### config.mk
export PLATFORM = sky130hd
export DESIGN_NAME = sc_node_rr_arbiter
export DESIGN_NICKNAME = d
export VERILOG_FILES = /design/src/rtl/sc_node_rr_arbiter.sv
export SDC_FILE = /design/constraint.sdc
export NUM_CORES = 1
export LEC_CHECK = 0
export CORE_AREA = 4 4 345 347
export DETAILED_ROUTE_END_ITERATION = 8
export DIE_AREA = 0 0 349 351
export MAX_ROUTING_LAYER = met4
export SYNTH_ARGS = -nofsm -noshare
export SYNTH_HDL_FRONTEND = slang
export SYNTH_SLANG_ARGS = --single-unit
### constraint.sdc
create_clock -name sc_aclk -period 4.7 [get_ports sc_aclk]
set_input_delay 0.705 -clock sc_aclk [delete_from_list [all_inputs] [get_ports sc_aclk]]
set_output_delay 0.705 -clock sc_aclk [all_outputs]
set_load 0.02 [all_outputs]
### src/rtl/sc_node_rr_arbiter.sv
// N:1 round-robin arbiter sharing one SC channel node between NUM_SI sources,
// with optional whole-packet grant lock and a one-entry registered output stage.
module sc_node_rr_arbiter #(
  parameter int NUM_SI      = 4,
  parameter int PAYLD_WIDTH = 174,
  parameter int INFO_WIDTH  = 1,
  parameter int MULTI_BEAT  = 0,
  localparam int SRC_W      = (NUM_SI > 1) ? $clog2(NUM_SI) : 1
) (
  input  logic                          sc_aclk,
  input  logic                          sc_aresetn,
  input  logic [NUM_SI-1:0]             s_sc_req,
  input  logic [NUM_SI-1:0]             s_sc_send,
  output logic [NUM_SI-1:0]             s_sc_recv,
  input  logic [NUM_SI*INFO_WIDTH-1:0]  s_sc_info,
  input  logic [NUM_SI*PAYLD_WIDTH-1:0] s_sc_payld,
  output logic                          m_sc_req,
  output logic                          m_sc_send,
  input  logic                          m_sc_recv,
  output logic [INFO_WIDTH-1:0]         m_sc_info,
  output logic [PAYLD_WIDTH-1:0]        m_sc_payld,
  output logic [SRC_W-1:0]              m_sc_src
);

  typedef enum logic [0:0] {
    ST_IDLE  = 1'b0,
    ST_GRANT = 1'b1
  } state_t;

  state_t                 r_state;
  logic [SRC_W-1:0]       r_grant_idx;
  logic [SRC_W-1:0]       r_rr_ptr;
  logic [SRC_W-1:0]       r_out_src;
  logic                   r_out_valid;
  logic                   r_m_req;
  logic [INFO_WIDTH-1:0]  r_out_info;
  logic [PAYLD_WIDTH-1:0] r_out_payld;

  logic [NUM_SI-1:0]      w_cand;
  logic [SRC_W-1:0]       w_pick_idx;
  logic [SRC_W-1:0]       w_next_ptr;
  logic                   w_pick_vld;
  logic                   w_sel_send;
  logic                   w_out_free;
  logic                   w_load;
  logic                   w_last;
  logic [INFO_WIDTH-1:0]  w_sel_info;
  logic [PAYLD_WIDTH-1:0] w_sel_payld;

  assign w_cand = s_sc_req | s_sc_send;

  // Round-robin pick; offsets are scanned high-to-low so the smallest offset from r_rr_ptr wins.
  always_comb begin
    int v_idx;
    v_idx      = 0;
    w_pick_idx = '0;
    w_pick_vld = 1'b0;
    for (int off = NUM_SI - 1; off >= 0; off--) begin
      v_idx      = int'(r_rr_ptr) + off;
      v_idx      = (v_idx >= NUM_SI) ? (v_idx - NUM_SI) : v_idx;
      w_pick_idx = w_cand[SRC_W'(v_idx)] ? SRC_W'(v_idx) : w_pick_idx;
      w_pick_vld = w_pick_vld | w_cand[SRC_W'(v_idx)];
    end
  end

  // AND-OR mux of the granted source's beat, and per-source accept back toward it.
  always_comb begin
    logic v_hit;
    v_hit       = 1'b0;
    w_sel_send  = 1'b0;
    w_sel_info  = '0;
    w_sel_payld = '0;
    s_sc_recv   = '0;
    for (int i = 0; i < NUM_SI; i++) begin
      v_hit        = (r_grant_idx == SRC_W'(i));
      w_sel_send   = w_sel_send | (s_sc_send[i] & v_hit);
      w_sel_info   = w_sel_info | ({INFO_WIDTH{v_hit}} & s_sc_info[i*INFO_WIDTH +: INFO_WIDTH]);
      w_sel_payld  = w_sel_payld | ({PAYLD_WIDTH{v_hit}} & s_sc_payld[i*PAYLD_WIDTH +: PAYLD_WIDTH]);
      s_sc_recv[i] = (r_state == ST_GRANT) & v_hit & w_out_free;
    end
  end

  // The output slot can take a beat when empty or when it drains this same cycle.
  assign w_out_free = ~r_out_valid | m_sc_recv;
  assign w_load     = (r_state == ST_GRANT) & w_sel_send & w_out_free;
  assign w_last     = (MULTI_BEAT == 0) ? 1'b1 : w_sel_info[0];
  assign w_next_ptr = (r_grant_idx == SRC_W'(NUM_SI - 1)) ? '0 : (r_grant_idx + 1'b1);

  // Arbitration FSM: pick in IDLE, hold the grant until the packet's last beat is taken.
  always_ff @(posedge sc_aclk or negedge sc_aresetn) begin
    if (!sc_aresetn) begin
      r_state     <= ST_IDLE;
      r_grant_idx <= '0;
      r_rr_ptr    <= '0;
    end else begin
      case (r_state)
        ST_IDLE: begin
          if (w_pick_vld) begin
            r_grant_idx <= w_pick_idx;
            r_state     <= ST_GRANT;
          end else begin
            r_state     <= ST_IDLE;
          end
        end
        ST_GRANT: begin
          if (w_load && w_last) begin
            r_rr_ptr <= w_next_ptr;
            r_state  <= ST_IDLE;
          end else begin
            r_state  <= ST_GRANT;
          end
        end
        default: begin
          r_state <= ST_IDLE;
        end
      endcase
    end
  end

  // One-entry output stage; a load and a drain in the same cycle keep it full.
  always_ff @(posedge sc_aclk or negedge sc_aresetn) begin
    if (!sc_aresetn) begin
      r_out_valid <= 1'b0;
      r_out_info  <= '0;
      r_out_payld <= '0;
      r_out_src   <= '0;
    end else if (w_load) begin
      r_out_valid <= 1'b1;
      r_out_info  <= w_sel_info;
      r_out_payld <= w_sel_payld;
      r_out_src   <= r_grant_idx;
    end else if (m_sc_recv) begin
      r_out_valid <= 1'b0;
    end else begin
      r_out_valid <= r_out_valid;
    end
  end

  // Downstream request hint, independent of the FSM.
  always_ff @(posedge sc_aclk or negedge sc_aresetn) begin
    if (!sc_aresetn) begin
      r_m_req <= 1'b0;
    end else begin
      r_m_req <= |s_sc_req;
    end
  end

  assign m_sc_req   = r_m_req;
  assign m_sc_send  = r_out_valid;
  assign m_sc_info  = r_out_info;
  assign m_sc_payld = r_out_payld;
  assign m_sc_src   = r_out_src;

endmodule

==> impl_metrics.yaml, run 1 <==
route:
  drt_drc_violations_left: 0
  ant_nets: 0
  drt_iter0_drc: 687
  firstDrtPassIters: 7
  via_per_inst: 3.770
  wl_um: 90120
  wl_per_cell_um: 26.43
  routed-via-count: 12860
yosys:
  ys_ff_latch: 184
  netlist.area_leader.share_pct: 45.73
  async_reset_ff_share_pct: 100.0
  synth-edff-count: 0
  synth.most_common_cell: "dfrtp_1"
  synth.largest_area_cell: "dfrtp_1"
  ys_seq_area_share_pct: 45.73
  synth.distinct_cells: 25
  synth_nets: 1763
  yosysWarnings: 0
  synth_flop_cell: "dfrtp_1"
  synthCells: 1048
  synth.cell_area_um2: 10070
  synth_common_cells: "dfrtp_1 (184), nand2_1 (181), a22o_1 (179), a221oi_1 (175), o21ai_1 (97)"
  syn_area_per_cell_um2: 9.607
  synth_area_leaders: "dfrtp_1 (46%), a22o_1 (16%), a221oi_1 (15%)"
run_status:
  status: "completed"
sta:
  skew_ns: 0.02332
  slew_headroom_pct: 41.72
  tightest_slew_ns: 0.8741
  setup_tns_ns: 0
  fmax_mhz: 297.2
  min_period_over_period_pct: 71.60
  fin_crit_ns: 3.365
  hold_violations: 0
  setup_slack_ns: 1.335
  rsz0062_at_grt: "no"
  final-setup-viol-count: 0
  slew_violations: 0
clock_tree:
  cts.path.max_buffers: 2
  clk_transition_reported_paths_ns: 0.08
  clk_latency_ns: 0.52
  cts_root_buffer: "clkbuf_16"
  numClockSinks: 184
  cts_tree: "done"
  htreeDepth: 4
  ctsResizeCount: 0
  cts_buffers: 17
  cts_setup_buffers: 0
  cts-hold-fix-buffers: 0
grt:
  grt_pass1_vias: 12910
  grtUsageTotal_pct: 14.46
  grt-ovfl-total: 0
  grt_max_degree: 120
  grt_pass1_wl_um: 115300
  antenna_found_initial: 61
power_and_ir_drop:
  switching_share_pct: 47.12
  internal-power_mw: 6.435
  vdd_drop_max_mv: 0.3009
  p_switching_mw: 5.734
  power.total_mw: 12.17
  powerDensity_nw_per_um2: 571.4
  clkPwrFrac_pct: 13.4
  pwr-share-comb_pct: 63.9
  p_leak_nw: 7.872
  seqPwrFrac_pct: 22.7
die:
  rows: 125
  dieArea_um2: 122500
  die_h_um: 351
  start_util_pct: 8.688
  die_w_um: 349
  core_area_um2: 115900
  io_pins: 894
worst_setup_path:
  crit_required_ns: 3.99
  critPathKind: "reg -> out"
  end_kind: "primary output"
  worstSetupStartpointType: "flop"
  arrival_ns: 2.66
  critPathMaxFanout: 41
placed_design:
  place_ws_ns: 1.280
  port_buffers: 893
  dpl.hpwl_um: 75370
  dpl.cell_count: 3366
  place_area_um2: 20670
  place_congestion: 0.9129
min_path:
  hold_path_class: "in -> async"
cells_and_area:
  stdcell_count: 3410
  fin_nets: 2576
  syn_to_final_growth_pct: 111.5
  drive_above_1_share_pct: 3.255
  nFillCells: 12910
  design_area_um2: 21300
job:
  cap_violations: 0
area by class of cell:
| cell class | instances | area (um^2) | share of cell area (%) |
|---|---|---|---|
| Multi-Input combinational cell | 741 | 4933 | 23.17 |
| Tap cell | 1524 | 1907 | 8.954 |
| Antenna cell | 12 | 30.03 | 0.1410 |
| Clock inverter | 14 | 157.7 | 0.7403 |
| Inverter | 3 | 11.26 | 0.05288 |
| Clock buffer | 18 | 439.2 | 2.062 |
| Timing Repair Buffer | 914 | 9214 | 43.26 |
| Sequential cell | 184 | 4604 | 21.62 |
layout by cell type, fill, tap and decap left out, types with 12 or more instances in the layout:
cell,instances
clkdlybuf4s50_1,892
diode_2,12
buf_4,12
nand2_1,181
dfrtp_1,184
o21ai_1,97
clkbuf_16,17
o21ai_0,81
a221oi_1,175
a22o_1,179
registers in the layout (all words and copies together), names as in the netlist:
| name | cells |
|---|---|
| m_sc_req | 1 |
| r_rr_ptr | 2 |
| m_sc_src | 2 |
| m_sc_payld | 174 |
| r_state | 1 |
| r_grant_idx | 2 |
| m_sc_info | 1 |
| m_sc_send | 1 |
through the flow:
step                util, %  hold WS [ns]
floorplan                 -        0.4094
global placement      17.84        0.4608
detailed placement    17.84        0.4690
CTS                   18.35       0.06404
global route          18.36       0.08855
finish                18.38       0.08837
critical path: stages, from the launching register on:
cell and delay (ns):
dfrtp_1 0.49, inv_1 0.23, ha_4 0.55, and3_1 0.25, clkdlybuf4s50_1 0.61
power groups by stage:
stage                     registers [mW]  logic (mW)  clock network (mW)
after CTS                           2.77        7.94                1.75
after detailed placement            2.79        7.92                   0
after global routing                2.85        8.43                1.78
after global placement              2.76        7.89                   0
final                               2.76        7.77                1.63
after floorplan                     3.53        3.43                   0
per-layer routing:
layer,GRT usage [%],routed length [um]
met1,17.57,38080
met5,-,0
met3,3.852,6621
met4,3.702,1919
met2,23.79,43500
cell families (layout without fill, tap and decap cells):
kind of cell / after synthesis / in the layout / share of synthesized area (%)
buffers and inverters: 123 / 949 / 5.853
DFF: 184 / 184 / 45.73
adders and majority gates: 4 / 4 / 0.4971
and+or+nand+nor: 197 / 197 / 7.643
muxes: 1 / 1 / 0.1118
other: 0 / 12 / 0
AOI/OAI and AO/OA: 539 / 539 / 40.16
path summary, 6_finish.rpt:
check	from	slack [ns]	cells after the start	endpoint
setup reg to reg	r_grant_idx[0]	1.86	6	m_sc_payld[42]
hold / removal	sc_aresetn	0.09	1	m_sc_payld[112]
min in group sc_aclk	m_sc_payld[136]	0.48	2	m_sc_payld[136]
max in group asynchronous	sc_aresetn	3.76	2	m_sc_payld[20]
setup / recovery	r_grant_idx[0]	1.33	4	s_sc_recv[0]
hold reg to reg	m_sc_payld[136]	0.48	2	m_sc_payld[136]
Note: power is estimated with default switching activity, not from simulation.
==> inputs of run 2 (changes only) <==
Settings changed: CORE_AREA 4 4 345 347 to 4 4 342 344, DIE_AREA 0 0 349 351 to 0 0 346 348.
Clock period 4.7 ns to 3 ns, I/O delays scaled along.
==> run 2 against run 1 <==
  * Register-to-register slack worse by 1.2 ns
  * Final area up 2.0%
  * Die area down 1.7%
  * First-iteration DRC count grew 23%
  * Utilization rose by 0.70 points
  * Critical endpoint is now s_sc_recv[3]
  * Critical path type unchanged
  * Sequential cell count did not move
  * Clock power is 56% higher
==> impl_metrics.yaml, run 2 (synthesized netlist as in run 1, its figures left out) <==
cells_and_area:
  largest_register_ffs: 174
  final_common_cell: "clkdlybuf4s50_1"
  drive_above_1_share_pct: 5.329
  design_area_um2: 21730
  mostFrequentLayoutCells: "clkdlybuf4s50_1 (889), dfrtp_1 (184), nand2_1 (181)"
  syn_to_final_growth_pct: 115.8
  fin_nets: 2616
worst_setup_path:
  timing.critical_path.buf_inv: 1
  startpoint: "r_grant_idx[0]"
  cp_cell_sequence: "ha_4, and3_1, clkdlybuf4s50_1"
  reg2reg_setup_slack_ns: 0.67
  rr_startpoint: "r_grant_idx[0]"
  path_delay_family: "buffers and inverters"
  crit_path_end: "s_sc_recv[3]"
  r2r-end: "m_sc_payld[126]"
  crit_required_ns: 2.55
  arrival_ns: 2.35
  r2r_cells: 6
  worstSetupStartpointType: "flop"
  critPathKind: "reg -> out"
  critPathMaxFanout: 12
  end_kind: "primary output"
  max_stage_delay_ns: 0.66
  cp_slowest_cell: "clkdlybuf4s50_1"
  cp_num_cells: 3
sta:
  tightest_slew_ns: 0.7351
  slew_headroom_pct: 50.84
  slew_violations: 0
  skew_ns: 0.01464
  final-setup-viol-count: 0
  fmax_mhz: 357.2
  min_period_over_period_pct: 93.33
  hold_violations: 0
  rsz0062_at_grt: "no"
  setup_tns_ns: 0
  fin_crit_ns: 2.800
power_and_ir_drop:
  vdd_drop_max_mv: 0.4431
  internal-power_mw: 10.58
  pwr-share-comb_pct: 65.4
  switching_share_pct: 46.60
  p_leak_nw: 8.127
  clkPwrFrac_pct: 12.8
  powerDensity_nw_per_um2: 912.2
  p_switching_mw: 9.237
  seqPwrFrac_pct: 21.8
clock_tree:
  cts.path.max_buffers: 2
  htreeDepth: 4
  clk_latency_ns: 0.51
  cts_tree: "done"
  numClockSinks: 184
  cts_buffers: 17
  clk_transition_reported_paths_ns: 0.08
  cts_root_buffer: "clkbuf_16"
  ctsResizeCount: 0
placed_design:
  place_congestion: 0.9530
  dpl.hpwl_um: 79100
  port_buffers: 893
  place_area_um2: 21080
job:
  cap_violations: 0
route:
  drt_iter0_drc: 845
  dr_wl_met2_um: 45090
  met3_length_um: 6522
  dr.max_layer_used: "met4"
  via_per_inst: 3.858
  wl_met1_um: 40470
  ant_nets: 0
  wl_um: 93480
  firstDrtPassIters: 5
  drt_drc_violations_left: 0
  wl_per_cell_um: 27.18
  routed-via-count: 13270
die:
  start_util_pct: 8.841
  rows: 124
  io_pins: 894
  dieArea_um2: 120400
  die_w_um: 346
  core_area_um2: 113900
  die_h_um: 348
grt:
  grt_pass1_wl_um: 121700
  grt_pass1_vias: 13070
  grt-ovfl-total: 0
  grtUsageTotal_pct: 15.33
  antenna_found_initial: 68
  grt_max_degree: 75
min_path:
  hold_path_class: "in -> async"
run_status:
  status: "completed"
## run 2: power groups by stage
| stage | Sequential, mW | Combinational [mW] | Clock (mW) |
|---|---|---|---|
| final | 4.31 | 13.0 | 2.55 |
| after global routing | 4.46 | 13.9 | 2.78 |
| after global placement | 4.31 | 13.1 | 0 |
| after detailed placement | 4.35 | 13.1 | 0 |
| after floorplan | 5.53 | 5.37 | 0 |
| after CTS | 4.32 | 13.2 | 2.71 |
## run 2: metrics by stage
step | utilization, % | hold slack [ns] | power (mW) | instances | setup WS (ns)
after detailed placement | 18.51 | 0.4243 | 17.47 | 3392 | 0.1981
after CTS | 19.05 | 0.4226 | 20.22 | 3426 | 0.05383
final | 19.08 | 0.4623 | 19.82 | 3440 | 0.2001
after global placement | 18.51 | 0.4107 | 17.40 | 3392 | 0.1500
after global routing | 19.07 | 0.4556 | 21.19 | 3436 | 0.05535
after floorplan | - | 0.1544 | 10.90 | 1048 | 0.8697
## run 2: per-layer routing
layer	up-vias	track usage [%]
li1	5887	-
met1	6513	19.23
met2	746	25.12
met3	124	3.808
met4	0	3.061
met5	-	-
## run 2: worst min-delay path by stage
| stage | startpoint | end | slack [ns] | depth (start not counted) |
|---|---|---|---|---|
| final | sc_aresetn | m_sc_payld[114] | 0.46 | 2 |
| after global routing | sc_aresetn | m_sc_payld[108] | 0.46 | 2 |
| after CTS | sc_aresetn | m_sc_payld[119] | 0.42 | 2 |
| after detailed placement | sc_aresetn | m_sc_payld[119] | 0.42 | 1 |
| after global placement | sc_aresetn | m_sc_payld[114] | 0.41 | 1 |
| after floorplan | sc_aresetn | m_sc_info | 0.15 | 0 |
## run 2: what timing repair did
item / in CTS / in global routing
endpoints found under the hold margin: 42 / 0
hold buffers: 1 / 0
setup buffers: 1 / 0
endpoints found under the setup margin: 1 / 0
## run 2: area by class of cell
cell class	count	area (um^2)
fillers	12600	92150
repair buffers	954	9663
multi-input cells	741	4933
flip-flops and latches	184	4604
well taps	1512	1892
clock buffers	18	429.2
clock inverters	14	160.2
diodes	14	35.03
inverters	3	11.26
==> inputs of run 3 (changes only) <==
Settings changed: CORE_AREA 4 4 342 344 to 2 2 343 345, DIE_AREA 0 0 346 348 to 0 0 345 347, MAX_ROUTING_LAYER met4 to not set.
Clock period 3 ns to 3.2 ns, I/O delays scaled along.
==> run 3 against run 2 <==
  * Critical path depth is 3 higher
  * Clock skew hardly changed
  * Routed wire length is 8.7% lower
  * Sequential share of layout area is 0.35 points higher
  * Worst hold slack better by 0.021 ns
  * Die area is 0.58% lower
  * Total power is 10% lower
  * Clock-buffer cell count is 1 higher
  * Sequential cell count stayed put
  * Combinational power is 12% lower
  * Via count is 3.0% lower
  * Largest cell class unchanged
  * Highest routed layer is now met5
==> impl_metrics.yaml, run 3 (synthesized netlist as in run 1, its figures left out) <==
run_status:
  status: "completed"
grt:
  antenna_found_initial: 47
  grt-ovfl-total: 0
  grt_max_degree: 109
  grt_pass1_wl_um: 112700
  grtUsageTotal_pct: 13.80
  grt_pass1_vias: 12850
worst_setup_path:
  crit_required_ns: 2.72
  cp_cell_sequence: "inv_1, ha_4, buf_12, buf_12, and3_1, buf_12"
  max_stage_delay_ns: 0.48
  reg2reg_setup_slack_ns: 0.65
  cp_slowest_cell: "dfrtp_1"
  critPathMaxFanout: 48
  critPathKind: "reg -> out"
  arrival_ns: 2.52
  end_kind: "primary output"
  worstSetupStartpointType: "flop"
  cpMostUsedCell: "buf_12"
sta:
  tightest_slew_ns: 0.8735
  fin_crit_ns: 3.002
  final-setup-viol-count: 0
  min_period_over_period_pct: 93.80
  setup_tns_ns: 0
  hold_violations: 0
  fmax_mhz: 333.2
  rsz0062_at_grt: "no"
  slew_headroom_pct: 41.76
  skew_ns: 0.01455
  setup_slack_ns: 0.1984
  slew_violations: 0
power_and_ir_drop:
  vdd_drop_max_mv: 0.5027
  p_switching_mw: 8.267
  switching_share_pct: 46.41
  power.total_mw: 17.81
  seqPwrFrac_pct: 22.8
  clkPwrFrac_pct: 13.2
  p_leak_nw: 7.934
  internal-power_mw: 9.544
  pwr-share-comb_pct: 64.0
  powerDensity_nw_per_um2: 833.2
min_path:
  hold_path_class: "reg -> reg"
placed_design:
  place_ws_ns: 0.5593
  port_buffers: 893
  dpl.hpwl_um: 71170
  place_area_um2: 20760
  place_congestion: 0.8985
  dpl.cell_count: 3374
die:
  rows: 125
  die_w_um: 345
  die_h_um: 347
  core_area_um2: 115700
  dieArea_um2: 119700
  start_util_pct: 8.699
  io_pins: 894
clock_tree:
  cts_setup_buffers: 0
  htreeDepth: 4
  cts_tree: "done"
  clk_transition_reported_paths_ns: 0.08
  ctsResizeCount: 0
  numClockSinks: 184
  cts_buffers: 17
  clk_latency_ns: 0.51
  cts-hold-fix-buffers: 1
  cts_root_buffer: "clkbuf_16"
  cts.path.max_buffers: 2
cells_and_area:
  mostFrequentLayoutCells: "clkdlybuf4s50_1 (890), dfrtp_1 (184), nand2_1 (181)"
  final_common_cell: "clkdlybuf4s50_1"
  syn_to_final_growth_pct: 112.3
  fin_nets: 2585
  largest_register_ffs: 174
  design_area_um2: 21380
  stdcell_count: 3413
  drive_above_1_share_pct: 3.771
  nFillCells: 12930
route:
  via_per_inst: 3.771
  wl_um: 85330
  drt_drc_violations_left: 0
  routed-via-count: 12870
  wl_per_cell_um: 25.00
  firstDrtPassIters: 8
  drt_iter0_drc: 822
  ant_nets: 0
job:
  cap_violations: 0
==> run 3: worst paths after layout <==
check,from,end,cells past startpoint
max,r_grant_idx[0],s_sc_recv[2],6
min,m_sc_payld[139],m_sc_payld[139],2
max reg2reg,r_grant_idx[0],m_sc_payld[121],6
min reg2reg,m_sc_payld[139],m_sc_payld[139],2
max in group asynchronous,sc_aresetn,m_sc_payld[134],3
min in group asynchronous,sc_aresetn,m_sc_payld[65],2
==> run 3: routing by layer <==
layer  vias to the layer above  global-route usage (%)  wire length, um
met5                         -                       0               88
met4                        12                   3.160             1625
met3                       126                   3.991             6537
met2                       719                   23.59            41250
met1                      6217                   17.03            35830
li1                       5798                       -                -
==> run 3: power by group through the flow <==
stage | Sequential (mW) | Combinational, mW | Clock, mW
floorplan | 5.18 | 5.04 | 0
global placement | 4.08 | 11.5 | 0
detailed placement | 4.10 | 11.6 | 0
CTS | 4.07 | 11.6 | 2.51
global route | 4.20 | 12.3 | 2.57
finish | 4.06 | 11.4 | 2.35
==> run 3: cell type report <==
type	instances	area (um^2)	share of cell area, %
Multi-Input combinational cell	741	4933	23.08
Timing Repair Buffer	923	9316	43.58
Sequential cell	184	4604	21.54
Clock buffer	19	452.9	2.119
Clock inverter	13	135.1	0.6322
Inverter	3	11.26	0.05268
Antenna cell	6	15.01	0.07024
Tap cell	1524	1907	8.921
==> run 3: metrics by stage <==
step	hold WS (ns)	utilization, %
finish	0.4830	18.47
global route	0.5077	18.46
CTS	0.4877	18.46
detailed placement	0.4699	17.94
global placement	0.4621	17.94
floorplan	0.1844	-
==> run 3: critical path: cells and delay by family (launching register included) <==
family,cells,cell delay [ns]
simple gates,1,0.33
fa+ha+maj,1,0.21
flops,1,0.48
buf+inv,4,0.92
